`config.mk`:
```
export PLATFORM = sky130hd
export DESIGN_NAME = logic_basic_debouncer
export DESIGN_NICKNAME = d
export VERILOG_FILES = /design/src/rtl/logic_basic_debouncer.sv
export SDC_FILE = /design/constraint.sdc
export NUM_CORES = 1
export LEC_CHECK = 0
export ABC_AREA = 1
export ABC_CLOCK_PERIOD_IN_PS = 1190
export CORE_AREA = 8 8 45 47
export DETAILED_ROUTE_END_ITERATION = 10
export DIE_AREA = 0 0 53 55
export SLEW_MARGIN = 40
export SYNTH_ARGS = -nofsm -noshare
export SYNTH_HDL_FRONTEND = slang
export SYNTH_SLANG_ARGS = --single-unit
```
`constraint.sdc`:
```
create_clock -name aclk -period 1.19 [get_ports aclk]
set_input_delay 0.238 -clock aclk [delete_from_list [all_inputs] [get_ports aclk]]
set_output_delay 0.238 -clock aclk [all_outputs]
set_load 0.02 [all_outputs]
```
`src/rtl/logic_basic_debouncer.sv`:
```
// Per-bit level debouncer: each channel only follows its input after STABLE_CYCLES
// consecutive samples disagree with the current output, and emits one-cycle edge pulses.
module logic_basic_debouncer #(
    parameter int WIDTH         = 1,
    parameter int STABLE_CYCLES = 4
) (
    input  logic             aclk,
    input  logic             areset,
    input  logic [WIDTH-1:0] i,
    output logic [WIDTH-1:0] o,
    output logic [WIDTH-1:0] rise,
    output logic [WIDTH-1:0] fall
);

    // Guarded so an illegal STABLE_CYCLES still reaches the elaboration error below.
    localparam int CW = (STABLE_CYCLES < 1) ? 1 : $clog2(STABLE_CYCLES + 1);
    localparam logic [CW-1:0] CNT_LAST = CW'(STABLE_CYCLES - 1);

    // Bit 1 of the encoding is the debounced level.
    typedef enum logic [1:0] {
        STABLE_LOW  = 2'b00,
        CHECK_HIGH  = 2'b01,
        STABLE_HIGH = 2'b11,
        CHECK_LOW   = 2'b10
    } state_t;

    generate
        if (WIDTH < 1 || STABLE_CYCLES < 1) begin : g_bad_params
            $error("logic_basic_debouncer: WIDTH and STABLE_CYCLES must both be >= 1");
        end
    endgenerate

    genvar gi;
    generate
        for (gi = 0; gi < WIDTH; gi++) begin : g_chan
            state_t        state_reg, state_next;
            logic [CW-1:0] cnt_reg, cnt_next;
            logic          rise_reg, rise_next;
            logic          fall_reg, fall_next;
            logic          level;

            assign level = (state_reg == STABLE_HIGH) || (state_reg == CHECK_LOW);

            always_ff @(posedge aclk or posedge areset) begin
                if (areset) begin
                    state_reg <= STABLE_LOW;
                    cnt_reg   <= '0;
                    rise_reg  <= 1'b0;
                    fall_reg  <= 1'b0;
                end else begin
                    state_reg <= state_next;
                    cnt_reg   <= cnt_next;
                    rise_reg  <= rise_next;
                    fall_reg  <= fall_next;
                end
            end

            always_comb begin
                state_next = state_reg;
                cnt_next   = cnt_reg;
                rise_next  = 1'b0;
                fall_next  = 1'b0;
                if (i[gi] == level) begin
                    // Any agreeing sample throws away the partial count.
                    cnt_next   = '0;
                    state_next = level ? STABLE_HIGH : STABLE_LOW;
                end else if (cnt_reg == CNT_LAST) begin
                    cnt_next   = '0;
                    state_next = i[gi] ? STABLE_HIGH : STABLE_LOW;
                    rise_next  = i[gi];
                    fall_next  = ~i[gi];
                end else begin
                    cnt_next   = cnt_reg + CW'(1);
                    state_next = level ? CHECK_LOW : CHECK_HIGH;
                end
            end

            assign o[gi]    = level;
            assign rise[gi] = rise_reg;
            assign fall[gi] = fall_reg;
        end
    endgenerate

endmodule

```
---- Yosys cells after proc, flatten, opt, wreduce, memory -nomap -nowiden ----
Index checks and enable logic that the tools add are counted.
storage, ports and cells
  word-level logic and storage cells ...... 22
  flip-flop bits (word level) ............. 7
  output and inout port bits .............. 3
cells by class
  $add $sub $neg .......................... 1
  equality and inequality tests ........... 4
  reduce and logical (&&, ||, !) cells .... 1
  bitwise gates (word level) .............. 1
  mux-type cells .......................... 11
operator list
  operator               count
  $mux W2                5
  $mux W3                2
  $eq A2 B2 Y1 const B   2
  $mux W1                4
  $add A3 B1 Y3 const B  1
  $eq A3 B2 Y1 const B   1
  $eq A1 B1 Y1           1
  $logic_or A1 B1 Y1     1
  $not A1 Y1             1

---- Longest topological paths before layout ----
  depth after elaboration ................. 5
  mapped depth ............................ 4
  gate-level depth less buffers ........... 4

---- Least setup slack after synthesis ----
Ideal clock, no wire load.
  path type ............................... reg2reg
  start point ............................. reg g_chan[0].cnt_reg[0]
  end point ............................... reg g_chan[0].cnt_reg[2]
  data arrival time ....................... 920 ps
  cell stages (with the launch flop) ...... 4
  path slack .............................. 198 ps
  library setup time ...................... 72 ps
  clock period less this slack ............ 992 ps
  cells stage by stage .................... dfrtp_1 ha_1 or2_2 nor2_1
between the ends
  longest elaborated chain between the ends .. 3
RTL lines
  element                                               line    source
  start: declaration                                    37      logic [CW-1:0] cnt_reg, cnt_next;
  start signal: assignment                              52      cnt_reg <= cnt_next;
  $add A3 B1 Y3 / $eq A3 B2 Y1 (equally long branches)  73, 67
  $mux W3 *                                             67      end else if (cnt_reg == CNT_LAST) begin
  $mux W3 *                                             63      if (i[gi] == level) begin
  via g_chan[0].cnt_next[2]                             37
The timed path passes the listed nets; every way through them passes the cells marked *.

---- Worst setup path in the final report ----
  start point ............................. reg g_chan[0].fall_reg (netlist: fall)
  end point ............................... out fall
RTL lines
  element                   line  source
  start: declaration        39    logic fall_reg, fall_next;
  start signal: assignment  54    fall_reg <= fall_next;
  end: declaration          12    output logic [WIDTH-1:0] fall
No word-level cell between the ends.

==> metrics.txt <==
Final Max Tran Viols=0; initial core utilization=17.4%; Post-Synth XOR/XNOR Area=3.65%; max reg flops=3; Mapped Area=240 µm²; Clock Skew=0.00218 ns; core area=1380 µm²; total number of vias=165; Root Driver=clkbuf_4; maxcap violations=0; critical path's largest stage delay=0.35 ns; initial antenna violation count=0; register area share after synthesis=62.5%; Inserted Clock Buffers=3; highest-delay cell along the critical path=dfrtp_1; simple-gate area share of the yosys netlist=17.2%; final core occ=24.2%; die area=2920 µm²; number of diodes=0; maximum vdd drop=0.654 mV; top sig layer=met4; postcts setup bufs=0; CP required=0.95 ns; met3 wire len=83 µm; Post-route DRC=0; Mean Syn Cell Area=9.61 µm²; worst slew pin tran=0.267 ns; Bufs on Longest Clock Path=2; largest family of logic cells by synthesized area=simple AND/OR/NAND/NOR gates; Skew-Pair Late Insertion Delay=0.25 ns; DRT iter0 DRCs=4; GRT Util Overall=4.01%; Critical path buffers and inverters=1; Distinct cells, synth=10; commonest cells after routing, fill and taps aside=dfrtp_1, inv_1, nor2_1, nand2_1, clkbuf_4; CTS tree=done; Final period util=96.1%; final RePlAce weighted congestion=0.635; number of setup violations in the final report=0; Detail Route Antenna Nets=0; WL met2=131 µm; worst hold path type=in -> async; area of the multi-input gates=67.6 µm²; total wire length=396 µm; Die Span Y=55 µm; Worst EP arrival=0.91 ns; unrepaired setup endpoints after global routing=false; global-route wire length before repair=710 µm; Sink Count=6; Rel. slew slack=82.1%; Ports=6; TNS Setup=0 ns; largest net degree at the start of global routing=7; cts hold-fix bufs=0; CP Capture Type=output pin; sequential cell area=150 µm²; Area Growth Syn to Fin=39.6%; Synth Area in Compound Gates=2.08%; most common cell after layout, fill and taps aside=dfrtp_1; # rows=14; Highest Clock Rate=874 MHz; Die Span X=53 µm; critical path's top delay family=flip-flops; CP Cell Sequence=dlygate4sd2_1; PD cells=2040 nW/µm²; Mapped Nets=29; NumNets Final=39; DRT met1 WL=162 µm; total grt overflow=0; synth warn=0; flops & latches, synth=6; H-tree depth=1; Cells after Synth=25; Vias/cell=3.37; Setup Crit Path Kind=reg -> out; layout cells sized above 1=15.2%; Fin. Hold Viols=0; First-pass DRT Iterations=2; status=completed; mux contribution to synthesized area=0%; nature of the critical path startpoint=flop; post-layout min period=1.14 ns; DR WL/cell=8.08 µm; Leakage Power=0.175 nW; port bufs=5; Worst-path clk slew=0.04 ns; FILL cells=146; Post-Synth Adder-Cell Area=5.21%; CP max FO=1; vias in the first global route=178
-- final cells by class --
class / instances / area share [%]
sequential: 6 / 44.8
inverter: 5 / 5.60
multi-input combinational: 13 / 20.1
tap: 16 / 5.97
timing repair buffer: 6 / 16.8
clock buffer: 3 / 6.72
-- worst paths after layout --
check / startpoint / endpoint / slack (ns) / depth (start not counted)
max: fall / fall / 0.05 / 1
min: areset / g_chan[0].cnt_reg[2] / 0.21 / 2
max reg2reg: g_chan[0].cnt_reg[0] / g_chan[0].cnt_reg[2] / 0.15 / 3
min reg2reg: g_chan[0].cnt_reg[0] / g_chan[0].cnt_reg[0] / 0.52 / 3
max in group asynchronous: areset / g_chan[0].state_reg[1] / 0.80 / 2
min in group aclk: g_chan[0].cnt_reg[0] / g_chan[0].cnt_reg[0] / 0.52 / 3
-- layer usage --
layer,global-route usage [%],vias to the layer above
li1,-,88
met5,0,-
met1,3.54,66
met3,4.55,3
met4,5.17,0
met2,4.10,8
-- logic make-up after synthesis --
kind of cell               Yosys count
AOI/OAI and AO/OA                    1
DFF                                  6
and+or+nand+nor                     10
adders and majority gates            1
xor gates and xnor gates             1
buffers and inverters                6
-- synth_stat cells (all sizes together) --
library cell | count | area, µm²
nor3 | 1 | 5.00
xnor2 | 1 | 8.76
or2 | 1 | 6.26
dfrtp | 6 | 150
nand2 | 4 | 15.0
o21ai | 1 | 5.00
inv | 5 | 18.8
nor2 | 4 | 15.0
ha | 1 | 12.5
clkbuf | 1 | 3.75
-- worst register-to-register path, stage by stage, from the launching register on --
cell and delay [ns]:
dfrtp_1 0.37, ha_1 0.20, or2_2 0.29, nor2_1 0.10
-- through the flow --
stage / hold WS, ns / std cells / worst slack (ns) / power (W) / cell area, µm²
after floorplan: 0.0290 / 25 / 0.198 / 0.000429 / 240
after global placement: 0.475 / 46 / 0.0293 / 0.000515 / 314
after detailed placement: 0.469 / 46 / 0.0241 / 0.000517 / 314
after CTS: 0.207 / 49 / 0.00859 / 0.000697 / 333
after global routing: 0.232 / 49 / 0.0107 / 0.000757 / 335
final: 0.206 / 49 / 0.0461 / 0.000684 / 335
-- report_power, final --
group / switching, W / leakage [nW] / total, W / internal (W)
clock network: 0.0000704 / 0.0138 / 0.000184 / 0.000114
logic: 0.000124 / 0.0812 / 0.000226 / 0.000101
registers: 0.0000196 / 0.0797 / 0.000274 / 0.000254
total: 0.000214 / 0.175 / 0.000684 / 0.000469
-- timing repair --
action,CTS,global route
setup endpoints to repair,3,2
cloned,0,0
gates resized for setup,3,2
(Power assumes the default switching activity.)
==> RTL change 1 (config.mk and constraints unchanged) <==
Encoding of `state_t`: now one-hot (4 bits for 4 states).
--- a/src/rtl/logic_basic_debouncer.sv
+++ b/src/rtl/logic_basic_debouncer.sv
@@ -17,11 +17,11 @@
     localparam logic [CW-1:0] CNT_LAST = CW'(STABLE_CYCLES - 1);
 
     // Bit 1 of the encoding is the debounced level.
-    typedef enum logic [1:0] {
-        STABLE_LOW  = 2'b00,
-        CHECK_HIGH  = 2'b01,
-        STABLE_HIGH = 2'b11,
-        CHECK_LOW   = 2'b10
+    typedef enum logic [3:0] {
+        STABLE_LOW  = 4'b0001,
+        CHECK_HIGH  = 4'b0010,
+        STABLE_HIGH = 4'b0100,
+        CHECK_LOW   = 4'b1000
     } state_t;
 
     generate
Check against the original RTL: no difference found for any inputs over 10 cycles, from zero or initial values and one cycle with areset high; not proved beyond that.
==> RTL change 1 against the original RTL <==
  * The flow now finishes with violations (setup timing)
  * Power decreased by 4.1%
  * Critical path type unchanged
  * Highest routed layer unchanged
  * Sequential cell count increased by 3
  * Area after synthesis increased by 63%
  * Register-to-register slack got worse by 0.04 ns
  * First-iteration DRC count decreased by 25%
  * Largest cell class unchanged
  * Critical path depth increased by 3
  * Worst setup slack got worse by 0.17 ns
  * Design area increased by 52%
  * Wire length increased by 79%
==> RTL change 1: results (changes against the original RTL) <==
biggest area contributors in the synthesized netlist = sky130_fd_sc_hd__dfrtp_1, sky130_fd_sc_hd__inv_1, sky130_fd_sc_hd__dfstp_2, sky130_fd_sc_hd__nor2_4, sky130_fd_sc_hd__nand2_2
dpl hpwl = 540 µm
clock buffer count from CTS = 3 (unchanged)
Max stage delay cell, worst path = sky130_fd_sc_hd__dfstp_2
ys flop type = sky130_fd_sc_hd__dfrtp_1
share of layout cells above drive strength 1 = 32.0% (+17 points)
number of flip-flops in the largest register = 4 (+1)
total number of vias = 273 (+65%)
mean instance size in the synthesized netlist = 10.3 µm² (+6.9%)
family of cells with the greatest summed delay on the critical path = flip-flops
launch instance of the worst register-to-register path = g_chan[0].cnt_reg[0]$_DFF_PP0_
filler cell count in the final layout = 145 (-0.68%)
critical path peak fanout = 2 (+1)
Clock Pin Slew Worst Setup and Hold Paths = 0.06 ns (+0.02 ns)
CP peak stage delay = 0.55 ns (+0.20 ns)
overall routing resource usage = 6.61% (+2.6 points)
insertion delay of the later-clocked pin in the worst-skew pair = 0.26 ns
Setup TNS = -0.122 ns (-0.122 ns)
Max IR drop VDD = 0.000431 V (-34%)
routed length per placed instance = 10.7 µm (+33%)
placer congestion estimate = 0.671 (+5.8%)
run status = finished with violations
class of the tightest hold or removal check = input port to async pin
Static Leakage = 0.250 nW (+43%)
worst reg2reg path endpoint = g_chan[0].cnt_reg[0]$_DFF_PP0_
number of levels the H-tree was split into = 1 (unchanged)
start point of the critical path = g_chan[0].state_reg[0]$_DFF_PP1_
Reg2Reg Depth = 5 (+2)
final worst clock skew = 0.00136 ns (-0.000814 ns)
number of DRC violations after detailed-routing iteration 0 = 3 (-1)
unique cell type count in the Yosys netlist = 13 (+3)
pin count of the biggest net entering global routing = 10 (+3)
instance area at placement = 483 µm² (+54%)
via-per-instance ratio = 4.14 (+23%)
reg-to-reg slack, setup = 0.11 ns (-0.04 ns)
arrival time at the worst endpoint = 1.07 ns (+0.16 ns)
leading cell types by count after synthesis = sky130_fd_sc_hd__dfrtp_1, sky130_fd_sc_hd__inv_1, sky130_fd_sc_hd__nor2_1
number of global-route vias before repair = 306 (+72%)
CP endpoint = o
1st-pass router iterations = 3 (+1)
Worst Tran Pin Value = 0.327 ns (+0.0600 ns)
number of antenna repair diodes = 0 (unchanged)
net count after synthesis = 42 (+45%)
least setup slack across all paths after layout = -0.122 ns (-0.169 ns)
violated checks = setup timing
portion of the post-synthesis area used by sequential elements = 58.0% (-4.5 points)
Setup violations, final = 1 (+1)
post-placement cell count = 62 (+35%)
global-route wire length before repair = 1270 µm (+79%)
Final #Nets = 55 (+41%)
-- RTL change 1: changes by cell type after synthesis, moves of 2 or more --
cell | before | now
sky130_fd_sc_hd__nor2_4 | 0 | 2
sky130_fd_sc_hd__nand2_2 | 0 | 3
sky130_fd_sc_hd__dfrtp_1 | 6 | 8
sky130_fd_sc_hd__inv_1 | 5 | 8
sky130_fd_sc_hd__a21oi_1 | 0 | 2
-- RTL change 1: cell type report --
type	count	area (µm²)	share of cell area [%]
well taps	16	20.0	3.92
multi-input cells	21	134	26.2
repair buffers	8	73.8	14.5
inverters	8	30.0	5.88
flip-flops and latches	9	226	44.4
clock buffers	4	26.3	5.15
-- RTL change 1: kinds of logic (layout without fill, tap and decap cells) --
| kind of cell | after synthesis | in the layout | share of synthesized area (%) |
|---|---|---|---|
| AND/OR/NAND/NOR | 18 | 18 | 28.5 |
| AO/OA/AOI/OAI | 2 | 2 | 2.56 |
| flip-flops | 9 | 9 | 58.0 |
| adder cells (fa/ha/maj) | 1 | 1 | 3.20 |
| buffers and inverters | 8 | 20 | 7.69 |
-- RTL change 1: per-stage QoR --
stage               hold WS, ns  worst slack [ns]
floorplan                0.0652             0.166
global placement          0.506            -0.299
detailed placement        0.519            -0.330
CTS                       0.231            -0.188
global route              0.270            -0.162
finish                    0.222            -0.122
-- RTL change 1: worst min path at each step --
stage / startpoint / endpoint / slack [ns] / cells past startpoint
after detailed placement: areset / g_chan[0].cnt_reg[2]$_DFF_PP0_ / 0.52 / 2
after CTS: areset / g_chan[0].cnt_reg[2]$_DFF_PP0_ / 0.23 / 2
after floorplan: areset / fall$_DFF_PP0_ / 0.07 / 1
final: areset / g_chan[0].cnt_reg[2]$_DFF_PP0_ / 0.22 / 2
after global routing: areset / fall$_DFF_PP0_ / 0.27 / 2
after global placement: g_chan[0].cnt_reg[0]$_DFF_PP0_ / g_chan[0].cnt_reg[0]$_DFF_PP0_ / 0.51 / 2
-- RTL change 1: report_power, final --
| group | switching (mW) | leakage [nW] | total, mW | internal (mW) |
|---|---|---|---|---|
| registers | 0.0103 | 0.118 | 0.337 | 0.327 |
| logic | 0.0456 | 0.117 | 0.0799 | 0.0343 |
| clock network | 0.110 | 0.0150 | 0.239 | 0.129 |
| total | 0.165 | 0.250 | 0.656 | 0.490 |
-- RTL change 1: routing by layer --
layer	up-vias	routed length (µm)	GRT usage, %
li1	138	-	-
met1	124	322	7.31
met2	7	320	7.81
met3	4	38	3.21
met4	0	27	9.05
met5	-	0	0
-- RTL change 1: repair_timing --
action,4_1_cts,5_1_grt
hold buffers,0,0
buffers inserted,0,0
pin swaps,0,1
endpoints found under the setup margin,3,3
resized for setup,7,5
==> RTL change 2 (same settings) <==
Made on the original files. Change the parameter `STABLE_CYCLES` from 4 to 8.
--- a/src/rtl/logic_basic_debouncer.sv
+++ b/src/rtl/logic_basic_debouncer.sv
@@ -2,7 +2,7 @@
 // consecutive samples disagree with the current output, and emits one-cycle edge pulses.
 module logic_basic_debouncer #(
     parameter int WIDTH         = 1,
-    parameter int STABLE_CYCLES = 4
+    parameter int STABLE_CYCLES = 8
 ) (
     input  logic             aclk,
     input  logic             areset,
Formal check against the unedited RTL: not equivalent (a bounded check fails within 10 cycles, from zero or initial values and one cycle with areset high).
==> RTL change 2 against the original RTL <==
  * Power increased by 11%
  * Fmax up 1.3%
  * Sequential cell count rose by 1
  * Wire length up 34%
  * Sequential power grew 23%
  * Worst setup slack gained 0.015 ns
  * Area after synthesis up 26%
  * Largest cell class unchanged
  * Register-to-register slack improved by 0.03 ns
  * Clock skew increased by 0.0059 ns
  * Design area grew 17%
==> RTL change 2: results (changes against the original RTL) <==
run status = completed
clock buffer count from CTS = 3 (unchanged)
proportion of register bits with asynchronous set or reset after synthesis = 100% (unchanged)
Clk network pwr share = 28.6% (+1.7 points)
unique cell type count in the Yosys netlist = 13 (+3)
met1 demand-to-capacity share in global routing = 5.08% (+1.5 points)
Max IR drop VDD = 0.000844 V (+29%)
placer congestion estimate = 0.767 (+21%)
Psw = 0.251 mW (+17%)
initial antenna violation count = 0 (unchanged)
biggest area contributors in the synthesized netlist = sky130_fd_sc_hd__dfrtp_1, sky130_fd_sc_hd__inv_1, sky130_fd_sc_hd__nand2_1, sky130_fd_sc_hd__nor2_1, sky130_fd_sc_hd__ha_1
filler cell count in the final layout = 155 (+6.2%)
sum of met2 wire segment lengths after detailed routing = 186 µm (+42%)
post-placement cell count = 54 (+17%)
met3 Track Usage GR = 4.81% (+0.27 points)
pin count of the biggest net entering global routing = 8 (+1)
leading cell types by count after synthesis = sky130_fd_sc_hd__dfrtp_1, sky130_fd_sc_hd__inv_1, sky130_fd_sc_hd__nand2_1
net count after synthesis = 37 (+28%)
Clock Pin Slew Worst Setup and Hold Paths = 0.06 ns (+0.02 ns)
routed length per placed instance = 9.12 µm (+13%)
arrival time at the worst endpoint = 0.89 ns (-0.02 ns)
mean instance size in the synthesized netlist = 9.18 µm² (-4.5%)
overall routing resource usage = 5.05% (+1.0 points)
Routed WL = 529 µm (+34%)
Worst Tran Pin Value = 0.275 ns (+0.00863 ns)
share of layout cells above drive strength 1 = 21.4% (+6.3 points)
critical path peak fanout = 1 (unchanged)
instance area at placement = 377 µm² (+20%)
global-route wire length before repair = 952 µm (+34%)
via-per-instance ratio = 3.67 (+9.1%)
1st-pass router iterations = 2 (unchanged)
buffers inserted during post-CTS setup optimization = 0 (unchanged)
pre-CTS worst setup slack = 0.0177 ns (-0.00642 ns)
number of global-route vias before repair = 210 (+18%)
Final #Nets = 47 (+21%)
Max stage delay cell, worst path = sky130_fd_sc_hd__dfrtp_1
portion of the post-synthesis area used by sequential elements = 57.9% (-4.6 points)
met1 wire length = 237 µm (+46%)
number of flip-flops in the largest register = 4 (+1)
Global Route met2 Usage = 5.66% (+1.6 points)
detailed-routed wire length on met3 = 79 µm (-4.8%)
Static Leakage = 0.209 nW (+20%)
final worst clock skew = 0.00812 ns (+0.00594 ns)
-- RTL change 2: cell families after synthesis --
| group | synth area share (%) |
|---|---|
| fa+ha+maj | 4.13 |
| xor+xnor | 2.89 |
| buf+inv | 8.68 |
| flops | 57.9 |
| compound gates | 1.65 |
| simple gates | 24.8 |
-- RTL change 2: area by class of cell --
cell class,count,share of cell area (%)
tap,16,5.10
clock buffer,4,6.69
inverter,6,5.73
sequential,7,44.6
multi-input combinational,19,25.8
timing repair buffer,6,12.1
-- RTL change 2: power by group through the flow --
stage	combinational [mW]	clock [mW]	sequential (mW)
CTS	0.213	0.228	0.338
global placement	0.223	0	0.340
global route	0.235	0.244	0.346
finish	0.204	0.218	0.338
detailed placement	0.221	0	0.342
floorplan	0.149	0	0.339
-- RTL change 2: path summary, 6_finish.rpt --
check	start	endpoint	slack [ns]	depth (start not counted)
setup reg to reg	g_chan[0].cnt_reg[0]$_DFF_PP0_	g_chan[0].state_reg[1]$_DFF_PP0_	0.18	4
setup / recovery	rise$_DFF_PP0_	rise	0.06	1
max in group asynchronous	areset	g_chan[0].cnt_reg[1]$_DFF_PP0_	0.75	2
hold / removal	areset	fall$_DFF_PP0_	0.21	2
min in group aclk	g_chan[0].cnt_reg[0]$_DFF_PP0_	g_chan[0].cnt_reg[0]$_DFF_PP0_	0.49	1
hold reg to reg	g_chan[0].cnt_reg[0]$_DFF_PP0_	g_chan[0].cnt_reg[0]$_DFF_PP0_	0.49	1
-- RTL change 2: per-stage QoR --
stage	hold WS [ns]	utilization, %
floorplan	0.0414	-
global placement	0.476	27.2
detailed placement	0.487	27.2
CTS	0.219	28.8
global route	0.231	28.4
finish	0.214	28.4
